## src/rtl/tdm_demux_pkg.sv

```systemverilog
// Shared types and constants for the 1:2 TDM demultiplexer.
package tdm_demux_pkg;

    // Framing state: IDLE discards din until fsync, RUN captures every slot.
    typedef enum logic {
        IDLE = 1'b0,
        RUN  = 1'b1
    } state_t;

    localparam int WORD_W_DEF = 4;

endpackage

```

## src/rtl/deser_lsb.sv

```systemverilog
// LSB-first deserializer: one addressed bit written per enabled cycle, with
// a clear that takes effect together with that cycle's bit write.
module deser_lsb #(
    parameter int WORD_W = 4,
    parameter int IDX_W  = (WORD_W > 1) ? $clog2(WORD_W) : 1
) (
    input  logic              clk,
    input  logic              rst,
    input  logic              i_clr,
    input  logic              i_en,
    input  logic [IDX_W-1:0]  i_idx,
    input  logic              i_din,
    output logic [WORD_W-1:0] o_q,
    output logic [WORD_W-1:0] o_nxt
);

    logic [WORD_W-1:0] r_q;
    logic [WORD_W-1:0] w_nxt;

    // Next contents: optionally cleared, then the addressed bit overwritten.
    always_comb begin
        w_nxt = i_clr ? '0 : r_q;
        if (i_en) begin
            w_nxt[i_idx] = i_din;
        end
    end

    // Shift/load register update.
    always_ff @(posedge clk) begin
        if (rst) begin
            r_q <= '0;
        end else begin
            r_q <= w_nxt;
        end
    end

    assign o_q   = r_q;
    // The top loads the finished word from here so the last bit is included.
    assign o_nxt = w_nxt;

endmodule

```

## src/rtl/tdm_demux_1_2.sv

```systemverilog
// 1:2 TDM demultiplexer: even slots feed channel A, odd slots channel B,
// LSB first, frames of 2*WORD_W slots aligned by fsync.
//
// state | meaning
// IDLE  | discard din, wait for fsync (fsync cycle itself is A bit 0)
// RUN   | capture one slot per cycle, free-running frame counter
module tdm_demux_1_2
    import tdm_demux_pkg::*;
#(
    parameter int WORD_W = WORD_W_DEF
) (
    input  logic              clk,
    input  logic              rst,
    input  logic              din,
    input  logic              fsync,
    output logic [WORD_W-1:0] a_word,
    output logic              a_valid,
    output logic [WORD_W-1:0] b_word,
    output logic              b_valid,
    output logic              sel_out,
    output logic              err
);

    localparam int SLOT_N = 2 * WORD_W;
    localparam int SLOT_W = $clog2(SLOT_N);
    localparam int IDX_W  = SLOT_W - 1;

    state_t              r_state;
    logic [SLOT_W-1:0]   r_slot;
    logic [WORD_W-1:0]   r_a_word;
    logic [WORD_W-1:0]   r_b_word;
    logic                r_a_valid;
    logic                r_b_valid;
    logic                r_sel;
    logic                r_err;

    logic                w_capture;
    logic [SLOT_W-1:0]   w_slot;
    logic [SLOT_W-1:0]   w_slot_nxt;
    logic                w_resync_err;
    logic                w_last_a;
    logic                w_last_b;
    logic [WORD_W-1:0]   w_a_q;
    logic [WORD_W-1:0]   w_b_q;
    logic [WORD_W-1:0]   w_a_nxt;
    logic [WORD_W-1:0]   w_b_nxt;

    // Slot decode: any fsync (from IDLE or mid-frame) realigns this sample to slot 0.
    always_comb begin
        w_capture    = (r_state == RUN) || fsync;
        w_slot       = fsync ? '0 : r_slot;
        w_resync_err = (r_state == RUN) && fsync && (r_slot != '0);
        w_last_a     = (w_slot == SLOT_W'(SLOT_N - 2));
        w_last_b     = (w_slot == SLOT_W'(SLOT_N - 1));
        w_slot_nxt   = w_last_b ? '0 : (w_slot + SLOT_W'(1));
    end

    // fsync clears both partial words, so a resync never leaks stale bits.
    deser_lsb #(.WORD_W(WORD_W), .IDX_W(IDX_W)) u_deser_a (
        .clk   (clk),
        .rst   (rst),
        .i_clr (fsync),
        .i_en  (w_capture && !w_slot[0]),
        .i_idx (w_slot[SLOT_W-1:1]),
        .i_din (din),
        .o_q   (w_a_q),
        .o_nxt (w_a_nxt)
    );

    deser_lsb #(.WORD_W(WORD_W), .IDX_W(IDX_W)) u_deser_b (
        .clk   (clk),
        .rst   (rst),
        .i_clr (fsync),
        .i_en  (w_capture && w_slot[0]),
        .i_idx (w_slot[SLOT_W-1:1]),
        .i_din (din),
        .o_q   (w_b_q),
        .o_nxt (w_b_nxt)
    );

    // Framing FSM with registered words, valid pulses, channel select and error.
    always_ff @(posedge clk) begin
        if (rst) begin
            r_state   <= IDLE;
            r_slot    <= '0;
            r_a_word  <= '0;
            r_b_word  <= '0;
            r_a_valid <= 1'b0;
            r_b_valid <= 1'b0;
            r_sel     <= 1'b0;
            r_err     <= 1'b0;
        end else begin
            r_a_valid <= 1'b0;
            r_b_valid <= 1'b0;
            r_err     <= 1'b0;
            if (w_capture) begin
                r_state <= RUN;
                r_slot  <= w_slot_nxt;
                r_sel   <= w_slot_nxt[0];
                r_err   <= w_resync_err;
                if (w_last_a) begin
                    r_a_word  <= w_a_nxt;
                    r_a_valid <= 1'b1;
                end
                if (w_last_b) begin
                    r_b_word  <= w_b_nxt;
                    r_b_valid <= 1'b1;
                end
            end else begin
                r_sel <= 1'b0;
            end
        end
    end

    assign a_word  = r_a_word;
    assign b_word  = r_b_word;
    assign a_valid = r_a_valid;
    assign b_valid = r_b_valid;
    assign sel_out = r_sel;
    assign err     = r_err;

endmodule
```

## config.mk

```make
export PLATFORM = sky130hd
export DESIGN_NAME = tdm_demux_1_2
export DESIGN_NICKNAME = d
export VERILOG_FILES = /design/src/rtl/tdm_demux_pkg.sv /design/src/rtl/deser_lsb.sv /design/src/rtl/tdm_demux_1_2.sv
export SDC_FILE = /design/constraint.sdc
export NUM_CORES = 1
export LEC_CHECK = 0
export BUFFER_PORTS_ARGS = -buffer_cell sky130_fd_sc_hd__buf_2
export CAP_MARGIN = 10
export CORE_MARGIN = 1.5
export CORE_UTILIZATION = 45
export DETAILED_ROUTE_END_ITERATION = 12
export HOLD_SLACK_MARGIN = 0.06
export PLACE_DENSITY = 0.75
export SLEW_MARGIN = 20
export SYNTH_ARGS = -nofsm -noshare
export SYNTH_HDL_FRONTEND = slang
export SYNTH_SLANG_ARGS = --single-unit
```

## constraint.sdc

```tcl
create_clock -name clk -period 1.8 [get_ports clk]
set_input_delay 0.18 -clock clk [delete_from_list [all_inputs] [get_ports clk]]
set_output_delay 0.18 -clock clk [all_outputs]
set_load 0.01 [all_outputs]
```

==> results.tsv <==
metric	value	unit
outcome	finished clean	
first-pass GRT wire length	2.99	mm
CTS Buf Count	3	
unrepaired setup endpoints after global routing	false	
vias in the first global route	648	
Worst-Skew Late Latency	300	ps
drt first pass iters	4	
#FFs+latches synth	22	
adder-cell share of the synthesized area	0	%
fmax	693	MHz
Tmin final	1440	ps
vias post-DR	738	
Final Setup Violations	0	
Primary FF master, synth	dfxtp_1	
clock root buffer	clkbuf_4	
largest net degree at the start of global routing	18	
sequential share of the synthesized area	47.5	%
Crit path largest cell delay	650	ps
wire per inst	12.2	microns
async set-reset flop share out of synthesis	0	%
CTS tree	done	
RR Startpoint	r_slot[1]$_SDFFE_PP0N_	
CTS Sinks	22	
syn avg cell area	8.83	sq um
Initial DRC Count	21	
Power, Total	0.000824	W
DIE HEIGHT	48.4	microns
Synth Area in Compound Gates	10.7	%
crit-path max FO	14	
CP Capture Type	flop	
fin nets	120	
row count	16	
Buffers on Ports	15	
crit share post-route	80.1	%
DRT antenna net count	0	
Critical Path Start	r_slot[1]$_SDFFE_PP0N_	
Placement Cell Area	1000	sq um
Hold Path Origin	din	
Core Footprint	1940	sq um
Synth cell types	27	
Hold Fails Final Rpt	0	
xor and xnor area share after synthesis	0.945	%
PwrDens	795	nW/um^2
worst rel slew slack	66.4	%
Initial Utilization	47.7	%
EDFF count, synth	0	
Final Cell Area	1040	sq um
die area	2340	sq um
initial antenna violation count	0	
Hold WC Path Type	in -> reg	
Slew Limit Fails	0	
synthesized cell area	927	sq um
Hold-fix buffers, CTS	0	
Max VDD drop	0.000423	V
routability cong.	0.821	
io pins	16	
Crit-path slowest cell	dfxtp_1	
largest family of logic cells by synthesized area	simple AND/OR/NAND/NOR gates	
GRT Overall Usage	16.0	%
Antenna diodes	0	
crit path DAT	1690	ps
postcts setup bufs	0	
Crit Path Category	reg -> reg	
Synth Instances	105	
Die X-Extent	48.4	microns
Worst Tran Pin Value	503	ps
worst path cell trace	nand2b_4 > or4_1 > a21oi_1	
post-synthesis mux area share	5.40	%
CTS max path bufs	2	
CTS H-Tree Depth	1	
simple-gate share of the synthesized area	30.1	%
layout cells sized above 1	21.7	%
CP Launch Type	flop	
Syn. warnings	0	
GRT Residual Overflow	0	
DP HPWL	1.20	mm
final WL	1.73	mm
post-CTS sizing	0	
skew final	1.90	ps
Clock transition at path regs	110	ps
Leak	0.406	nW
Area Growth Syn to Fin	11.9	%
DRC errors left	0	
setup_tns	0	ps
vias per cell	5.20	
Worst EP required	2050	ps
Max Cap Violations	0	
final hold slack	181	ps
Net Count, Synth	109	
-- worst paths after layout --
| path | end | slack [ps] | cells after the start |
|---|---|---|---|
| worst max-delay path | a_word[0]$_SDFFE_PP0P_ | 360 | 3 |
| worst min-delay path | u_deser_b.o_q[1]$_SDFF_PP0_ | 180 | 3 |
| worst max register to register | a_word[0]$_SDFFE_PP0P_ | 360 | 3 |
| worst min register to register | a_word[3]$_SDFFE_PP0P_ | 470 | 2 |
-- per-layer routing --
| metal | part of all wire [%] | routed length, microns | vias to the layer above | global-route usage, % |
|---|---|---|---|---|
| li1 | - | - | 382 | - |
| met1 | 52 | 903 | 343 | 22.6 |
| met2 | 43 | 747 | 11 | 23.1 |
| met3 | 3.8 | 65 | 2 | 5.56 |
| met4 | 0.87 | 15 | 0 | 4.29 |
| met5 | 0 | 0 | - | 0 |
-- sequential cells by signal, summed over array words and instances (netlist names) --
register / count
u_deser_b.o_q: 3
b_valid: 1
a_word: 4
r_state: 1
err: 1
u_deser_a.o_q: 3
a_valid: 1
sel_out: 1
b_word: 4
r_slot: 3
-- cell type report --
cell class | count | area (sq um)
Fill cell | 195 | 905
Sequential cell | 22 | 440
Multi-Input combinational cell | 71 | 437
Timing Repair Buffer | 16 | 82.6
Clock buffer | 4 | 36.3
Tap cell | 27 | 33.8
Inverter | 2 | 7.51
-- metrics by stage --
| step | setup WS [ps] | util (%) | std cells |
|---|---|---|---|
| finish | 358 | 53.4 | 142 |
| detailed placement | 388 | 51.5 | 138 |
| floorplan | 669 | - | 105 |
| global placement | 469 | 51.5 | 138 |
| global route | 272 | 53.4 | 142 |
| CTS | 360 | 53.4 | 142 |
-- synth_stat cells (2+ instances only) --
| cell | instances | share of area, % |
|---|---|---|
| dfxtp_1 | 22 | 48 |
| nor2_1 | 12 | 4.9 |
| a21oi_1 | 9 | 4.9 |
| nand3_1 | 5 | 2.7 |
| and4bb_2 | 2 | 2.7 |
| nand2b_1 | 2 | 1.3 |
| nor3_1 | 4 | 2.2 |
| or2_2 | 2 | 1.3 |
| nand2_1 | 4 | 1.6 |
| inv_1 | 2 | 0.81 |
| buf_2 | 4 | 2.2 |
| nor2b_1 | 2 | 1.3 |
| o21ai_0 | 9 | 4.9 |
| nand4b_1 | 4 | 3.8 |
| mux2i_1 | 5 | 5.4 |
| clkbuf_1 | 6 | 2.4 |
-- layout by cell type (no fill, tap or decap) --
master	Yosys	routed
a21oi_1	9	9
and2_1	1	1
and2b_1	1	1
and3b_1	1	1
and4bb_2	2	2
buf_2	4	15
buf_4	0	1
clkbuf_4	0	3
clkbuf_8	0	1
dfxtp_1	22	22
inv_1	2	2
mux2i_1	5	5
nand2_1	4	4
nand2b_1	2	2
nand2b_4	1	1
nand3_1	5	5
nand3b_1	1	1
nand4_1	1	1
nand4b_1	4	4
nor2_1	12	12
nor2b_1	2	2
nor3_1	4	4
nor4b_1	1	1
nor4bb_1	1	1
o21ai_0	9	9
o41ai_1	1	1
or2_2	2	2
or4_1	1	1
xor2_1	1	1
-- critical path: cells and delay by family (launching register included) --
kind,cells,cell delay [ps]
simple gates,2,580
compound gates,1,140
flops,1,650
-- logic make-up (layout without fill, tap and decap cells) --
logic type                Yosys count  count (layout)
muxes                               5               5
AOI/OAI and AO/OA                  19              19
DFF                                22              22
xor gates and xnor gates            1               1
buffers and inverters              12              22
and+or+nand+nor                    46              46
-- power by group --
group / internal [W] / total [W] / switching (W)
Clock: 0.000123 / 0.000265 / 0.000142
Sequential: 0.000495 / 0.000511 / 0.0000160
Combinational: 0.0000221 / 0.0000480 / 0.0000259
Note: power is estimated with default switching activity, not from simulation.
